### src/rtl/protect_window_multi_if.sv
// -----------------------------------------------------------------------------
// protect_window_multi_if
// Bundles the fault-pin / PWM-enable signals of protect_window_multi.
//   ResetD    : operator fault clear (level, synchronous to CLK_50M)
//   ProTect   : per-channel active-low fault inputs (asynchronous)
//   PWMEN     : per-channel PWM enable, 1 = run
//   Trip_flag : per-channel, 1 while the channel is tripped
//   Lock_flag : per-channel, 1 while the channel is permanently locked
// master = controller/bench side, slave = protector side.
// -----------------------------------------------------------------------------
interface protect_window_multi_if #(
   parameter int N_CH = 4
);
   logic            ResetD;
   logic [N_CH-1:0] ProTect;
   logic [N_CH-1:0] PWMEN;
   logic [N_CH-1:0] Trip_flag;
   logic [N_CH-1:0] Lock_flag;

   modport master (
      output ResetD,
      output ProTect,
      input  PWMEN,
      input  Trip_flag,
      input  Lock_flag
   );

   modport slave (
      input  ResetD,
      input  ProTect,
      output PWMEN,
      output Trip_flag,
      output Lock_flag
   );
endinterface

### src/rtl/protect_window_multi.sv
// -----------------------------------------------------------------------------
// protect_window_multi
// Multi-channel bus short-circuit protector. Each channel counts falling edges
// of its active-low ProTect pin inside a fixed observation window and removes
// its PWM enable once FAULT_LIMIT edges fall in one window. A trip is either
// latched until ResetD or auto-released after HOLD_CYCLES, with at most
// MAX_RETRY auto-releases before a permanent lock. GLOBAL_TRIP=1 makes any
// faulted channel disable every channel.
// Ports:
//   CLK_50M : system clock, rising edge
//   Rst_n   : asynchronous active-low reset
//   bus     : protect_window_multi_if slave (ResetD, ProTect, PWMEN,
//             Trip_flag, Lock_flag)
// -----------------------------------------------------------------------------
module protect_window_multi #(
   parameter int N_CH        = 4,
   parameter int WIN_CYCLES  = 1000000,
   parameter int FAULT_LIMIT = 10,
   parameter int AUTO_RETRY  = 0,
   parameter int HOLD_CYCLES = 5000000,
   parameter int MAX_RETRY   = 3,
   parameter int GLOBAL_TRIP = 0
) (
   input  logic                   CLK_50M,
   input  logic                   Rst_n,
   protect_window_multi_if.slave  bus
);

   localparam int WW = (WIN_CYCLES  > 1) ? $clog2(WIN_CYCLES)  : 1;
   localparam int EW = $clog2(FAULT_LIMIT + 1);
   localparam int HW = (HOLD_CYCLES > 1) ? $clog2(HOLD_CYCLES) : 1;
   localparam int RW = (MAX_RETRY   > 0) ? $clog2(MAX_RETRY + 1) : 1;

   localparam logic [WW-1:0] WIN_LAST  = WW'(WIN_CYCLES - 1);
   localparam logic [EW-1:0] EDGE_LAST = EW'(FAULT_LIMIT - 1);
   localparam logic [HW-1:0] HOLD_LAST = HW'(HOLD_CYCLES - 1);
   localparam logic [RW-1:0] RETRY_MAX = RW'(MAX_RETRY);

   localparam logic [1:0] S_IDLE = 2'd0;
   localparam logic [1:0] S_WIN  = 2'd1;
   localparam logic [1:0] S_TRIP = 2'd2;
   localparam logic [1:0] S_LOCK = 2'd3;

   logic [N_CH-1:0] w_local_en;
   logic [N_CH-1:0] w_trip;
   logic [N_CH-1:0] w_lock;
   logic            w_any_fault;

   logic [N_CH-1:0] r_pwmen;
   logic [N_CH-1:0] r_trip_flag;
   logic [N_CH-1:0] r_lock_flag;

   genvar gi;
   for (gi = 0; gi < N_CH; gi++) begin : g_ch
      logic          r_s1, r_s2, r_s3;
      logic [1:0]    r_state;
      logic [WW-1:0] r_wcnt;
      logic [EW-1:0] r_ecnt;
      logic [HW-1:0] r_hcnt;
      logic [RW-1:0] r_rcnt;
      logic          w_edge;

      // s3 is the history of s2, so this is a one-cycle high-to-low pulse.
      assign w_edge = r_s3 & ~r_s2;

      always_ff @(posedge CLK_50M or negedge Rst_n) begin
         if (!Rst_n) begin
            r_s1    <= 1'b1;
            r_s2    <= 1'b1;
            r_s3    <= 1'b1;
            r_state <= S_IDLE;
            r_wcnt  <= '0;
            r_ecnt  <= '0;
            r_hcnt  <= '0;
            r_rcnt  <= '0;
         end else begin
            r_s1 <= bus.ProTect[gi];
            r_s2 <= r_s1;
            r_s3 <= r_s2;

            case (r_state)
               S_IDLE: begin
                  if (w_edge) begin
                     if (FAULT_LIMIT == 1) begin
                        r_state <= S_TRIP;
                        r_hcnt  <= '0;
                     end else begin
                        r_state <= S_WIN;
                        r_wcnt  <= '0;
                        r_ecnt  <= EW'(1);
                     end
                  end
               end

               S_WIN: begin
                  // Trip is tested first so an edge on the expiry cycle still counts.
                  if (w_edge && (r_ecnt == EDGE_LAST)) begin
                     r_state <= S_TRIP;
                     r_wcnt  <= '0;
                     r_ecnt  <= '0;
                     r_hcnt  <= '0;
                  end else if (r_wcnt == WIN_LAST) begin
                     // A quiet window means the fault has gone away: forget retries.
                     r_state <= S_IDLE;
                     r_wcnt  <= '0;
                     r_ecnt  <= '0;
                     r_rcnt  <= '0;
                  end else begin
                     r_wcnt <= r_wcnt + 1'b1;
                     if (w_edge) begin
                        r_ecnt <= r_ecnt + 1'b1;
                     end
                  end
               end

               S_TRIP: begin
                  if (bus.ResetD) begin
                     r_state <= S_IDLE;
                     r_wcnt  <= '0;
                     r_ecnt  <= '0;
                     r_hcnt  <= '0;
                     r_rcnt  <= '0;
                  end else if (AUTO_RETRY != 0) begin
                     if (r_hcnt == HOLD_LAST) begin
                        r_hcnt <= '0;
                        if (r_rcnt == RETRY_MAX) begin
                           r_state <= S_LOCK;
                        end else begin
                           r_state <= S_IDLE;
                           r_rcnt  <= r_rcnt + 1'b1;
                        end
                     end else begin
                        r_hcnt <= r_hcnt + 1'b1;
                     end
                  end
               end

               default: begin
                  // LOCK: only the operator clear gets the channel back.
                  if (bus.ResetD) begin
                     r_state <= S_IDLE;
                     r_wcnt  <= '0;
                     r_ecnt  <= '0;
                     r_hcnt  <= '0;
                     r_rcnt  <= '0;
                  end
               end
            endcase
         end
      end

      assign w_local_en[gi] = (r_state == S_IDLE) || (r_state == S_WIN);
      assign w_trip[gi]     = (r_state == S_TRIP);
      assign w_lock[gi]     = (r_state == S_LOCK);
   end

   assign w_any_fault = |(w_trip | w_lock);

   always_ff @(posedge CLK_50M or negedge Rst_n) begin
      if (!Rst_n) begin
         r_pwmen     <= '1;
         r_trip_flag <= '0;
         r_lock_flag <= '0;
      end else begin
         if (GLOBAL_TRIP != 0) begin
            r_pwmen <= w_local_en & {N_CH{~w_any_fault}};
         end else begin
            r_pwmen <= w_local_en;
         end
         r_trip_flag <= w_trip;
         r_lock_flag <= w_lock;
      end
   end

   assign bus.PWMEN     = r_pwmen;
   assign bus.Trip_flag = r_trip_flag;
   assign bus.Lock_flag = r_lock_flag;

endmodule

### src/flat_wrapper.sv
// flat-port wrapper written by rule: the top's interface ports become plain ports
module protect_window_multi_flat 
#(
   parameter int N_CH        = 4,
   parameter int WIN_CYCLES  = 1000000,
   parameter int FAULT_LIMIT = 10,
   parameter int AUTO_RETRY  = 0,
   parameter int HOLD_CYCLES = 5000000,
   parameter int MAX_RETRY   = 3,
   parameter int GLOBAL_TRIP = 0
)
  (CLK_50M, Rst_n, bus_ResetD, bus_ProTect, bus_PWMEN, bus_Trip_flag, bus_Lock_flag);
  protect_window_multi_if #(.N_CH(N_CH)) bus_i ();
  input  logic CLK_50M;
  input  logic Rst_n;
  input wire logic [$bits(bus_i.ResetD)-1:0] bus_ResetD;
  input wire logic [$bits(bus_i.ProTect)-1:0] bus_ProTect;
  output wire logic [$bits(bus_i.PWMEN)-1:0] bus_PWMEN;
  output wire logic [$bits(bus_i.Trip_flag)-1:0] bus_Trip_flag;
  output wire logic [$bits(bus_i.Lock_flag)-1:0] bus_Lock_flag;
  assign bus_i.ResetD = bus_ResetD;
  assign bus_i.ProTect = bus_ProTect;
  assign bus_PWMEN = bus_i.PWMEN;
  assign bus_Trip_flag = bus_i.Trip_flag;
  assign bus_Lock_flag = bus_i.Lock_flag;
  protect_window_multi #(.N_CH(N_CH), .WIN_CYCLES(WIN_CYCLES), .FAULT_LIMIT(FAULT_LIMIT), .AUTO_RETRY(AUTO_RETRY), .HOLD_CYCLES(HOLD_CYCLES), .MAX_RETRY(MAX_RETRY), .GLOBAL_TRIP(GLOBAL_TRIP)) u_core (.CLK_50M(CLK_50M), .Rst_n(Rst_n), .bus(bus_i));
endmodule
### config.mk
export PLATFORM = sky130hd
export DESIGN_NAME = protect_window_multi_flat
export DESIGN_NICKNAME = d
export VERILOG_FILES = /design/src/rtl/protect_window_multi_if.sv /design/src/rtl/protect_window_multi.sv /design/src/flat_wrapper.sv
export SDC_FILE = /design/constraint.sdc
export NUM_CORES = 1
export LEC_CHECK = 0
export ABC_CLOCK_PERIOD_IN_PS = 5950
export CAP_MARGIN = 20
export CORE_ASPECT_RATIO = 1.25
export CORE_MARGIN = 8
export CORE_UTILIZATION = 40
export CTS_BUF_LIST = sky130_fd_sc_hd__clkbuf_4 sky130_fd_sc_hd__clkbuf_8
export DETAILED_ROUTE_END_ITERATION = 8
export GPL_ROUTABILITY_DRIVEN = 0
export PLACE_DENSITY = 0.58
export SYNTH_ARGS = -nofsm -noshare
export SYNTH_HDL_FRONTEND = slang
export SYNTH_SLANG_ARGS = --single-unit
### constraint.sdc
create_clock -name CLK_50M -period 5.95 [get_ports CLK_50M]
set_input_delay 0.595 -clock CLK_50M [delete_from_list [all_inputs] [get_ports CLK_50M]]
set_output_delay 0.595 -clock CLK_50M [all_outputs]
set_load 0.02 [all_outputs]
==> results of run 1 <==
==> area by class of cell <==
type | count | area [um^2]
fill | 1611 | 8820
sequential | 128 | 3220
multi-input combinational | 500 | 3130
clock buffer | 26 | 327
tap | 216 | 270
timing repair buffer | 21 | 200
inverter | 29 | 109
clock inverter | 5 | 55.1
==> worst min-delay path by stage <==
stage / start / endpoint / slack [ns]
2_1_floorplan: Rst_n / u_core.bus.Lock_flag[0]$_DFF_PN0_ / 0.30
3_3_place_gp: u_core.g_ch[0].r_s1$_DFF_PN1_ / u_core.g_ch[0].r_s2$_DFF_PN1_ / 0.35
3_5_place_dp: u_core.g_ch[0].r_s1$_DFF_PN1_ / u_core.g_ch[0].r_s2$_DFF_PN1_ / 0.35
4_1_cts: Rst_n / u_core.g_ch[2].r_wcnt[8]$_DFFE_PN0P_ / 0.24
5_1_grt: Rst_n / u_core.g_ch[2].r_wcnt[10]$_DFFE_PN0P_ / 0.27
6_report: Rst_n / u_core.g_ch[2].r_wcnt[8]$_DFFE_PN0P_ / 0.21
==> state kept, by name, summed over array words and instances (netlist names) <==
signal                flops
u_core.g_ch.r_state       8
u_core.bus.Lock_flag      4
u_core.g_ch.r_s3          4
u_core.bus.PWMEN          4
u_core.g_ch.r_ecnt       16
u_core.g_ch.r_s2          4
u_core.bus.Trip_flag      4
u_core.g_ch.r_s1          4
u_core.g_ch.r_wcnt       80
==> placed cells by master (no fill, tap or decap), types with 5 or more instances in the layout <==
master,n
o21ai_1,7
clkdlybuf4s50_1,17
clkbuf_8,21
clkbuf_4,5
or3_1,5
o22ai_1,6
and4_1,6
and3_1,13
nand4_1,29
a21oi_1,23
nand3_1,38
inv_1,29
a21o_1,12
o31ai_1,12
nor2b_1,11
nand2_1,73
xor2_1,25
nor4_1,10
nor3_1,18
dfstp_2,16
a22o_1,8
o21ai_0,24
nor2_1,60
and2_1,8
ha_1,12
dfrtp_1,112
nand2b_1,10
mux2i_1,9
a31oi_1,14
==> through the flow <==
step                      setup WS, ns  util, %
final                             3.14     45.3
after global routing              2.81     45.3
after CTS                         3.09     45.3
after detailed placement          2.80     42.9
after global placement            2.92     42.9
after floorplan                   4.08        -
==> synth_stat cells (all sizes together) (3+ instances only) <==
| cell | count | area, um^2 |
|---|---|---|
| or3 | 5 | 31.3 |
| xor2 | 25 | 219 |
| a2111oi | 3 | 51.3 |
| o31ai | 13 | 103 |
| o22ai | 6 | 37.5 |
| and2 | 8 | 50.1 |
| nor3 | 19 | 106 |
| nand2b | 11 | 76.3 |
| o21ai | 31 | 155 |
| or4 | 3 | 22.5 |
| or2 | 3 | 18.8 |
| dfstp | 16 | 420 |
| nand2 | 73 | 274 |
| buf | 11 | 66.3 |
| o31a | 3 | 26.3 |
| a22o | 8 | 70.1 |
| o41ai | 3 | 26.3 |
| and4 | 6 | 52.6 |
| and3 | 13 | 81.3 |
| dfrtp | 112 | 2800 |
| nand4 | 30 | 203 |
| mux2i | 9 | 90.1 |
| inv | 29 | 109 |
| xnor2 | 4 | 35.0 |
| nor2 | 62 | 238 |
| o211ai | 4 | 30.0 |
| ha | 12 | 150 |
| clkbuf | 9 | 33.8 |
| nor4 | 12 | 105 |
| nor2b | 11 | 68.8 |
| a21o | 12 | 90.1 |
| a21boi | 3 | 22.5 |
| a21oi | 25 | 133 |
| o311ai | 4 | 35.0 |
| nand3 | 38 | 190 |
| a31oi | 14 | 87.6 |
==> logic make-up after synthesis <==
logic type	share of synthesized area, %
DFF	49.1
and+or+nand+nor	24.3
adders and majority gates	2.29
xor gates and xnor gates	3.87
muxes	1.37
AOI/OAI and AO/OA	15.9
buffers and inverters	3.18
==> power by group through the flow <==
stage	clock network [mW]	logic [mW]	registers (mW)
floorplan	0	0.576	1.20
global placement	0	0.698	1.24
detailed placement	0	0.727	1.25
CTS	0.746	0.728	1.23
global route	0.788	0.816	1.26
finish	0.722	0.723	1.23
==> routing by layer <==
metal	track usage, %	share of wire [%]
met1	16.5	45
met2	23.9	51
met3	3.79	3.2
met4	5.49	1.4
met5	0	0
==> results.sh, run 1 <==
export IMPL_leakage_nw=3.14
export IMPL_rr_worst_depth=6
export IMPL_start_util_pct=40.7
export IMPL_startpoint="u_core.g_ch[0].r_wcnt[0]$_DFFE_PN0P_"
export IMPL_grt_overflow_total=0
export IMPL_endpoint="u_core.g_ch[0].r_state[0]$_DFFE_PN0P_"
export IMPL_hpwl_um=9510
export IMPL_grt_pass1_vias=5281
export IMPL_regToRegEndpoint="u_core.g_ch[0].r_state[0]$_DFFE_PN0P_"
export IMPL_drt_wirelength_per_cell_um=14.9
export IMPL_rsz0062_at_grt="false"
export IMPL_swShare_pct=36.1
export IMPL_cts_buffers=17
export IMPL_via_count=5214
export IMPL_synth_cell_types=68
export IMPL_path_clk_slew_ns=0.07
export IMPL_outcome="completed"
export IMPL_path_max_fanout=15
export IMPL_yosys_warnings=0
export IMPL_viasPerCell=5.64
export IMPL_sequentialPowerShare_pct=46.1
export IMPL_port_buffer_count=18
export IMPL_period_share_pct=47.2
export IMPL_routed_wirelength_um=13800
export IMPL_p_int_mw=1.71
export IMPL_drv_slew=0
export IMPL_fin_worst_skew_ns=0.00915
export IMPL_crit_path_end_kind="flop"
export IMPL_cts_root_buf="clkbuf_8"
export IMPL_drt_initial_drc_count=371
export IMPL_drv_cap=0
export IMPL_p_per_area_nw_per_um2=366
export IMPL_path_delay_family="simple AND/OR/NAND/NOR gates"
export IMPL_synth_edf_count=0
export IMPL_grt_total_usage_pct=14.1
export IMPL_ff2ff_setup_slack_ns=3.14
export IMPL_hold_worst_slack_ns=0.207
export IMPL_grt_max_degree=70
export IMPL_seq_area_frac_synth_pct=49.1
export IMPL_slowest_delay_ns=0.87
export IMPL_hp_class="input port to async pin"
export IMPL_clk_latency_ns=0.45
export IMPL_finalNetCount=716
export IMPL_fin_tns_setup_ns=0
export IMPL_fin_cells=925
export IMPL_syn_nets=696
export IMPL_synthArstFlopShare_pct=100
export IMPL_drive_above_1_share_pct=10.0
export IMPL_cp_arrival_ns=3.09
export IMPL_clockPowerShare_pct=27.0
export IMPL_htreeDepth=4
export IMPL_tightest_slew_ns=1.13
export IMPL_cts_tree="yes"
export IMPL_design_area_um2=7320
export IMPL_synth_seq_cells=128
export IMPL_dp_cells=893
export IMPL_detailed_place_area_um2=6930
export IMPL_crit_cells=6
export IMPL_ant_nets=0
export IMPL_r2r_start="u_core.g_ch[0].r_wcnt[0]$_DFFE_PN0P_"
export IMPL_die_height_um=159
export IMPL_path_buf_inv=0
export IMPL_setup_violations=0
export IMPL_path_cells="ha_1 -> nand3_1 -> nor3_1 -> nand4_1 -> a21oi_1 -> mux2i_1"
export IMPL_max_slew_margin_pct=24.8
export IMPL_ys_flop_type="dfrtp_1"
export IMPL_comb_power_share_pct=27.0
export IMPL_hold_violations=0
export IMPL_ir_drop_mv=0.128
export IMPL_antenna_cells=0
export IMPL_drc=0
export IMPL_total_power_mw=2.68
export IMPL_cts_sinks=128
export IMPL_cts_setup_buffers=0
export IMPL_die_w_um=131
export IMPL_cts_resized=0
export IMPL_die_area_um2=20800
export IMPL_fmax_ghz=0.356
export IMPL_p_switching_mw=0.969
export IMPL_slowest_stage="a21oi_1"
export IMPL_synth_area_um2=6560
export IMPL_core_um2=16100
export IMPL_dr_pass1_iters=5
export IMPL_ios=19
export IMPL_min_period_ns=2.81
export IMPL_worstSetupStartpointType="flop"
export IMPL_antenna_found_initial=0
export IMPL_rows=52
export IMPL_areaGrowthSynthToFinish_pct=11.5
export IMPL_path_class="flop to flop"
export IMPL_clockBufferDepth=2
export IMPL_grt_pass1_wl_um=24100
export IMPL_crit_required_ns=6.23
export IMPL_avgSynthCellArea_um2=9.70
export IMPL_cts_hold_buf=0
export IMPL_synth_cells=677
No activity file was read; power rests on OpenSTA's default activity.
==> run 2, diff against run 1 <==
ABC_CLOCK_PERIOD_IN_PS = 2600   (was 5950)
clock period = 2.6 ns   (was 5.95 ns; I/O delays follow)
==> run 2 against run 1 <==
Effect of this change: clock-buffer cell count decreased by 9; worst setup slack got worse by 2.8 ns; via count decreased by 0.23%; cell area increased by 1.9%; register-to-register slack got worse by 2.8 ns; first-iteration DRC count decreased by 5.4%; non-clock buffer count increased by 15; die area unchanged; cell count increased by 1.7%; hold slack about the same; fmax increased by 24%; critical path type unchanged; highest routed layer unchanged.
==> results.sh, run 2 (same netlist as run 1, synthesis figures left out) <==
export IMPL_p_int_mw=3.94
export IMPL_crit_required_ns=2.91
export IMPL_top_register="u_core.g_ch.r_wcnt"
export IMPL_p_switching_mw=2.35
export IMPL_period_share_pct=86.7
export IMPL_hold_start="bus_ProTect[0]"
export IMPL_r2r_start="u_core.g_ch[0].r_wcnt[0]$_DFFE_PN0P_"
export IMPL_hpwl_um=9540
export IMPL_min_period_ns=2.26
export IMPL_rsz0062_at_grt="false"
export IMPL_drt_initial_drc_count=351
export IMPL_dr_pass1_iters=6
export IMPL_rows=52
export IMPL_fill_cells=1603
export IMPL_grt_pass1_vias=5178
export IMPL_drv_cap=0
export IMPL_sequentialPowerShare_pct=45.0
export IMPL_setup_violations=0
export IMPL_cts_sinks=128
export IMPL_slowest_stage="a31oi_1"
export IMPL_comb_power_share_pct=27.6
export IMPL_die_w_um=131
export IMPL_path_clk_slew_ns=0.08
export IMPL_via_count=5202
export IMPL_drt_wirelength_per_cell_um=14.9
export IMPL_grt_pass1_wl_um=24600
export IMPL_fin_ws_ns=0.345
export IMPL_dp_cells=908
export IMPL_clockPowerShare_pct=27.4
export IMPL_path_delay_family="simple AND/OR/NAND/NOR gates"
export IMPL_grt_total_usage_pct=14.7
export IMPL_slowest_delay_ns=0.48
export IMPL_drv_slew=0
export IMPL_path_cells="ha_1 -> nand3_1 -> nor3_1 -> nand4_1 -> a31oi_1 -> o221ai_1"
export IMPL_finalNetCount=731
export IMPL_ant_nets=0
export IMPL_viasPerCell=5.53
export IMPL_final_core_utilization_pct=46.2
export IMPL_fin_worst_skew_ns=0.00885
export IMPL_path_max_fanout=8
export IMPL_start_util_pct=40.7
export IMPL_cts_buffers=17
export IMPL_cts_setup_buffers=0
export IMPL_cts_root_buf="clkbuf_8"
export IMPL_die_area_um2=20800
export IMPL_clk_latency_ns=0.45
export IMPL_detailed_place_area_um2=7050
export IMPL_fin_tns_setup_ns=0
export IMPL_tightest_slew_ns=0.868
export IMPL_htreeDepth=4
export IMPL_cts_resized=0
export IMPL_drc=0
export IMPL_ios=19
export IMPL_path_buf_inv=0
export IMPL_swShare_pct=37.4
export IMPL_fin_cells=941
export IMPL_grt_overflow_total=0
export IMPL_cts_hold_buf=1
export IMPL_ir_drop_mv=0.374
export IMPL_p_per_area_nw_per_um2=843
export IMPL_crit_path_end_kind="flop"
export IMPL_grt_max_degree=62
export IMPL_hp_class="input port to flop"
export IMPL_design_area_um2=7460
export IMPL_cts_tree="yes"
export IMPL_hold_worst_slack_ns=0.208
export IMPL_antenna_found_initial=0
export IMPL_largest_reg_flops=80
export IMPL_hold_violations=0
export IMPL_final_cell_mix="dfrtp_1 (112), nand2_1 (73), nor2_1 (60)"
export IMPL_fmax_ghz=0.443
export IMPL_max_slew_margin_pct=42.1
export IMPL_routed_wirelength_um=14000
export IMPL_antenna_cells=0
export IMPL_core_um2=16100
export IMPL_total_power_mw=6.29
export IMPL_die_height_um=159
export IMPL_leakage_nw=3.21
export IMPL_pre_cts_ws_ns=0.221
export IMPL_startpoint="u_core.g_ch[0].r_wcnt[0]$_DFFE_PN0P_"
export IMPL_clockBufferDepth=2
export IMPL_port_buffer_count=18
export IMPL_reg_top3="u_core.g_ch.r_wcnt (80), u_core.g_ch.r_ecnt (16), u_core.g_ch.r_state (8)"
export IMPL_drive_above_1_share_pct=11.9
export IMPL_cp_arrival_ns=2.57
export IMPL_worstSetupStartpointType="flop"
export IMPL_path_class="flop to flop"
export IMPL_areaGrowthSynthToFinish_pct=13.6
export IMPL_mostFrequentLayoutCell="dfrtp_1"
export IMPL_outcome="completed"
## run 2: worst paths after layout
check / slack, ns / cells after the start / end
setup reg to reg: 0.34 / 6 / u_core.g_ch[0].r_ecnt[2]$_DFFE_PN0P_
hold / removal: 0.21 / 1 / u_core.g_ch[0].r_s1$_DFF_PN1_
hold reg to reg: 0.36 / 0 / u_core.g_ch[1].r_s2$_DFF_PN1_
setup / recovery: 0.34 / 6 / u_core.g_ch[0].r_ecnt[2]$_DFFE_PN0P_
max in group asynchronous: 1.45 / 3 / u_core.bus.PWMEN[3]$_DFF_PN1_
min in group asynchronous: 0.34 / 2 / u_core.g_ch[2].r_wcnt[6]$_DFFE_PN0P_
## run 2: final cells by class
type | count | area, um^2 | area share [%]
timing repair buffer | 36 | 328 | 4.40
multi-input combinational | 500 | 3130 | 42.0
clock inverter | 15 | 163 | 2.18
inverter | 29 | 109 | 1.46
tap | 216 | 270 | 3.62
clock buffer | 17 | 234 | 3.14
sequential | 128 | 3220 | 43.2
## run 2: power groups by stage
stage          Sequential (mW)  Combinational, mW  Clock, mW
2_1_floorplan             2.74               1.32          0
3_5_place_dp              2.85               1.75          0
6_report                  2.83               1.74       1.72
4_1_cts                   2.82               1.76       1.78
5_1_grt                   2.90               1.99       1.86
3_3_place_gp              2.83               1.68          0
## run 2: worst reg2reg max path: stages, from the launching register on
cell,delay (ns)
dfrtp_1,0.41
ha_1,0.20
nand3_1,0.17
nor3_1,0.32
nand4_1,0.34
a31oi_1,0.48
o221ai_1,0.20
## run 2: layer usage
metal	wire (um)	vias up	GRT usage, %	part of all wire (%)
met2	7070	58	24.3	50
li1	-	2537	-	-
met1	6250	2589	17.5	45
met4	262	0	6.49	1.9
met3	444	18	3.35	3.2
met5	0	-	0	0
